$ cat src/rtl/lsu_align_unit.sv
// Load/store alignment unit: splits word-crossing accesses into two aligned RAM
// accesses, merges load bytes and returns one extended completion response.
module lsu_align_unit #(
  parameter bit MISALIGN_EN = 1'b1
) (
  input  logic        clk,
  input  logic        rst_n,
  input  logic        req_valid,
  output logic        req_ready,
  input  logic        req_we,
  input  logic [2:0]  req_func3,
  input  logic [31:0] req_addr,
  input  logic [31:0] req_wdata,
  output logic        resp_valid,
  output logic [31:0] resp_rdata,
  output logic        resp_err,
  output logic        mem_en,
  output logic        mem_we,
  output logic [3:0]  mem_be,
  output logic [29:0] mem_addr,
  output logic [31:0] mem_wdata,
  input  logic [31:0] mem_rdata
);

  // state | meaning
  // IDLE  | ready for a request
  // ACC0  | access to the word holding the first byte
  // ACC1  | access to the following word (crossing requests only)
  // RESP  | one-cycle completion pulse
  typedef enum logic [1:0] {IDLE, ACC0, ACC1, RESP} state_t;

  state_t      state, state_nxt;
  logic        we_q, err_q;
  logic [2:0]  func3_q;
  logic [31:0] addr_q, wdata_q, asm_q;

  function automatic logic [2:0] size_of(input logic [1:0] f);
    logic [2:0] s;
    case (f)
      2'b00:   s = 3'd1;
      2'b01:   s = 3'd2;
      default: s = 3'd4;
    endcase
    return s;
  endfunction

  function automatic logic [3:0] mask_of(input logic [1:0] f);
    logic [3:0] m;
    case (f)
      2'b00:   m = 4'b0001;
      2'b01:   m = 4'b0011;
      default: m = 4'b1111;
    endcase
    return m;
  endfunction

  function automatic logic is_cross(input logic [1:0] f, input logic [1:0] off);
    return ({1'b0, off} + size_of(f)) > 3'd4;
  endfunction

  function automatic logic [31:0] extend(input logic [2:0] f, input logic [31:0] a);
    logic [31:0] r;
    case (f[1:0])
      2'b00:   r = f[2] ? {24'h0, a[7:0]}  : {{24{a[7]}}, a[7:0]};
      2'b01:   r = f[2] ? {16'h0, a[15:0]} : {{16{a[15]}}, a[15:0]};
      default: r = a;
    endcase
    return r;
  endfunction

  logic        accept, req_cross, cross_q;
  logic [1:0]  off_q;
  logic [2:0]  rem_q;
  logic [7:0]  mask8;
  logic [63:0] wdata64;
  logic [31:0] rdata_lo, rdata_hi;

  assign req_ready = (state == IDLE);
  assign accept    = req_valid && req_ready;
  assign req_cross = is_cross(req_func3[1:0], req_addr[1:0]);
  assign off_q     = addr_q[1:0];
  assign rem_q     = 3'd4 - {1'b0, off_q};
  assign cross_q   = is_cross(func3_q[1:0], off_q);
  // Upper halves of the shifted mask/data are exactly the second-word lanes.
  assign mask8     = {4'b0000, mask_of(func3_q[1:0])} << off_q;
  assign wdata64   = {32'h0, wdata_q} << {off_q, 3'b000};
  assign rdata_lo  = mem_rdata >> {off_q, 3'b000};
  assign rdata_hi  = mem_rdata << {rem_q, 3'b000};

  always_ff @(posedge clk or negedge rst_n) begin
    if (!rst_n) state <= IDLE;
    else        state <= state_nxt;
  end

  always_comb begin
    state_nxt  = state;
    mem_en     = 1'b0;
    mem_we     = 1'b0;
    mem_be     = 4'b0000;
    mem_addr   = 30'h0;
    mem_wdata  = 32'h0;
    resp_valid = 1'b0;
    resp_err   = 1'b0;
    resp_rdata = 32'h0;
    case (state)
      IDLE: begin
        if (req_valid) state_nxt = (!MISALIGN_EN && req_cross) ? RESP : ACC0;
      end
      ACC0: begin
        mem_en    = 1'b1;
        mem_we    = we_q;
        mem_be    = mask8[3:0];
        mem_addr  = addr_q[31:2];
        mem_wdata = wdata64[31:0];
        state_nxt = cross_q ? ACC1 : RESP;
      end
      ACC1: begin
        mem_en    = 1'b1;
        mem_we    = we_q;
        mem_be    = mask8[7:4];
        mem_addr  = addr_q[31:2] + 30'd1;
        mem_wdata = wdata64[63:32];
        state_nxt = RESP;
      end
      RESP: begin
        resp_valid = 1'b1;
        resp_err   = err_q;
        if (!we_q && !err_q) resp_rdata = extend(func3_q, asm_q);
        state_nxt  = IDLE;
      end
      default: state_nxt = IDLE;
    endcase
  end

  always_ff @(posedge clk or negedge rst_n) begin
    if (!rst_n) begin
      we_q    <= 1'b0;
      err_q   <= 1'b0;
      func3_q <= 3'b000;
      addr_q  <= 32'h0;
      wdata_q <= 32'h0;
      asm_q   <= 32'h0;
    end else if (accept) begin
      we_q    <= req_we;
      err_q   <= !MISALIGN_EN && req_cross;
      func3_q <= req_func3;
      addr_q  <= req_addr;
      wdata_q <= req_wdata;
      asm_q   <= 32'h0;
    end else if (state == ACC0 && !we_q) begin
      asm_q <= rdata_lo;
    end else if (state == ACC1 && !we_q) begin
      asm_q <= asm_q | rdata_hi;
    end
  end

endmodule

$ cat config.mk
export PLATFORM = sky130hd
export DESIGN_NAME = lsu_align_unit
export DESIGN_NICKNAME = d
export VERILOG_FILES = /design/src/rtl/lsu_align_unit.sv
export SDC_FILE = /design/constraint.sdc
export NUM_CORES = 1
export LEC_CHECK = 0
export ABC_AREA = 1
export CORE_AREA = 10 10 168 107
export CTS_CLUSTER_SIZE = 12
export DETAILED_ROUTE_END_ITERATION = 12
export DIE_AREA = 0 0 178 117
export GPL_TIMING_DRIVEN = 0
export HOLD_SLACK_MARGIN = 0.02
export PLACE_DENSITY = 0.91
export REMOVE_ABC_BUFFERS = 1
export SETUP_SLACK_MARGIN = 0.2
export SLEW_MARGIN = 20
export SYNTH_ARGS = -nofsm -noshare
export SYNTH_HDL_FRONTEND = slang
export SYNTH_SLANG_ARGS = --single-unit
$ cat constraint.sdc
create_clock -name clk -period 3.44 [get_ports clk]
set_input_delay 0.688 -clock clk [delete_from_list [all_inputs] [get_ports clk]]
set_output_delay 0.688 -clock clk [all_outputs]
set_load 0.03 [all_outputs]
==> reports/results.ini <==
[sta]
setup_viol = 0
max_freq_mhz = 316
worst_slack_ns = 0.277
fin_hold_ws_ns = 0.211
period_needed_ns = 3.16
tightest_slew_ns = 1.06
slew_headroom_pct = 29.3
final_hold_viol_count = 0
final_max_slew_viol_count = 0
post-route-period-util_pct = 91.9
rsz0062_at_grt = no
clock_skew_ns = 0.0120

[cts]
cts_inserted_buffers = 9
clk_pin_slew_ns = 0.08
postCtsHoldBufs = 0
cts_tree = yes
clock-sinks = 102
clkLatencyLatePin_ns = 0.36
cts_buffer_depth = 2
cts-root-buf = clkbuf_16
cts_max_level = 3

[power]
power_density_nw_per_um2 = 1000
p_switching_mw = 5.85
vdd_drop_max_mv = 0.617
leakage_nw = 5.01
power_frac_comb_pct = 64.5
pwr-share-clk_pct = 11.2
sequentialPowerShare_pct = 24.3
p_sw_share_pct = 56.3
intPower_mw = 4.55

[critical_path]
start_kind = register
crit_type = register to output pin
r2r_cells = 9
cp-end-kind = output pin
arrival_ns = 2.47
worstPathRequired_ns = 2.75
cp_max_fo = 22

[routing]
routedWlPerCell_um = 19.3
wl_um = 31400
vias = 9483
vias_per_cell = 5.82
drt-pass1-iter-count = 5
drc_errors = 0
drt_iter0_markers = 1441
postRouteAntennaNets = 0

[outcome]
outcome = completed

[global_routing]
grt_pass1_vias = 8651
antenna_found_initial = 2
overflow = 0
grt_pass1_wl_um = 47700
grt_max_degree = 72
grtUsageTotal_pct = 29.0

[yosys]
synth_top_family_by_area = simple AND/OR/NAND/NOR gates
synth.distinct_cells = 41
synth-simple-area-share_pct = 33.4
synth_warnings = 0
synth-compound-area-share_pct = 21.6
avgSynthCellArea_um2 = 6.28
yosysSeqAreaShare_pct = 32.3
syn_inst = 1257
ys_seq_elements = 102
synth_mux_area_share_pct = 0.254
synth_xor_area_share_pct = 0
netlist_area_um2 = 7900
synth_fa_ha_area_share_pct = 1.52

[finish]
layout_common_cells = nand2_1, o21ai_0, a21oi_1
nNetsFinal = 1531
final_layout_size_suffix_gt1_share_pct = 7.87
final_common_cell = nand2_1
synthToLayoutAreaGrowth_pct = 31.6
fill_cells = 1297

[floorplanning]
die_y_um = 117
die_w_um = 178
ioPinCount = 206
core_um2 = 15000
start_util_pct = 52.6
row_count = 35
dieArea_um2 = 20800

[hold_path]
worstHoldPathType = input pin to asynchronous set/reset pin

[placed_design]
port_buffers = 204
post-dp-hpwl_um = 21800
pre_cts_slack_ns = -1.13
gp_congestion = 1.02

[job]
cap_violations = 0

-- kinds of logic after synthesis --
| family | count (synthesis) |
|---|---|
| buf+inv | 203 |
| simple gates | 628 |
| other cells | 1 |
| fa+ha+maj | 9 |
| compound gates | 312 |
| flops | 102 |
| mux | 2 |
-- power groups by stage --
stage                     Sequential (mW)  Clock [mW]  Combinational [mW]
after floorplan                      2.32           0                4.21
after global placement               2.54           0                6.23
after detailed placement             2.48           0                6.47
after CTS                            2.48        1.16                6.51
after global routing                 2.59        1.21                7.27
final                                2.52        1.17                6.71
-- synth_stat cells (all sizes together) --
cell type	n	share of area [%]
a31oi	8	0.63
o21ai	142	9.1
clkinv	4	0.19
nand2	445	21
a31o	1	0.22
buf	46	3.4
o211ai	14	1.3
ha	8	1.3
a22o	1	0.11
a211oi	2	0.19
o31ai	1	0.095
and2	1	0.079
nor2	89	5.4
a21oi	138	9.4
o21bai	1	0.095
nand4	4	0.32
mux2i	2	0.25
conb	1	0.047
o22ai	1	0.079
dfrtp	102	32
nor3	9	1.0
fa	1	0.25
inv	128	6.1
nand3	79	5.2
nand3b	1	0.095
a22oi	3	0.29
clkbuf	25	1.2
-- layer usage --
layer  global-route usage (%)  part of all wire, %  vias to the layer above
met4                     6.86                  1.7                        4
met2                     42.5                   42                      689
met1                     40.1                   42                     4337
li1                         -                    -                     4384
met3                     10.2                   15                       69
met5                        0                0.070                        -
-- final timing paths --
check                                  to  slack (ns)   startpoint
min in group clk              wdata_q[12]        0.52  wdata_q[12]
min                            addr_q[10]        0.21        rst_n
max in group asynchronous      func3_q[1]        2.50        rst_n
min reg2reg                   wdata_q[12]        0.52  wdata_q[12]
max                        resp_rdata[13]        0.28   func3_q[1]
max reg2reg                     asm_q[26]        0.62     state[1]
-- sequential cells by signal, summed over array words and instances (netlist names) --
register / count
we_q: 1
addr_q: 32
state: 2
func3_q: 3
asm_q: 32
wdata_q: 32
-- metrics by stage --
stage                     std cells  power [mW]  setup TNS, ns  instance area [um2]  utilization [%]
after global routing           1627        11.1              0                10400             69.2
after global placement         1593        8.77        -447.03                 9830             65.4
after CTS                      1622        10.1              0                10400             68.9
after floorplan                1186        6.53         -38.58                 7530                -
final                          1628        10.4              0                10400             69.2
after detailed placement       1596        8.95         -47.15                 9900             65.9
-- final cells by class --
cell class              count  area [um2]  area share, %
clock inverters             5        82.6          0.795
flip-flops and latches    102        2570           24.7
inverters                 132         548           5.27
clock buffers              11         243           2.34
multi-input cells         952        4560           43.9
repair buffers            220        2120           20.4
diodes                      1        2.50         0.0241
well taps                 203         254           2.44
repair inverters            2        16.3          0.156
-- worst max-delay path, cell delays in order (launching register included) --
cell,delay (ns)
dfrtp_4,0.62
nor2_4,0.20
nand3_2,0.24
a21oi_1,0.33
clkdlybuf4s50_1,0.73
-- repair_timing --
action,CTS,global route
setup endpoints to repair,123,54
buffers inserted,8,5
pin swaps,2,1
resized for setup,124,23
gates cloned,2,0
No activity file was read; power rests on OpenSTA's default activity.
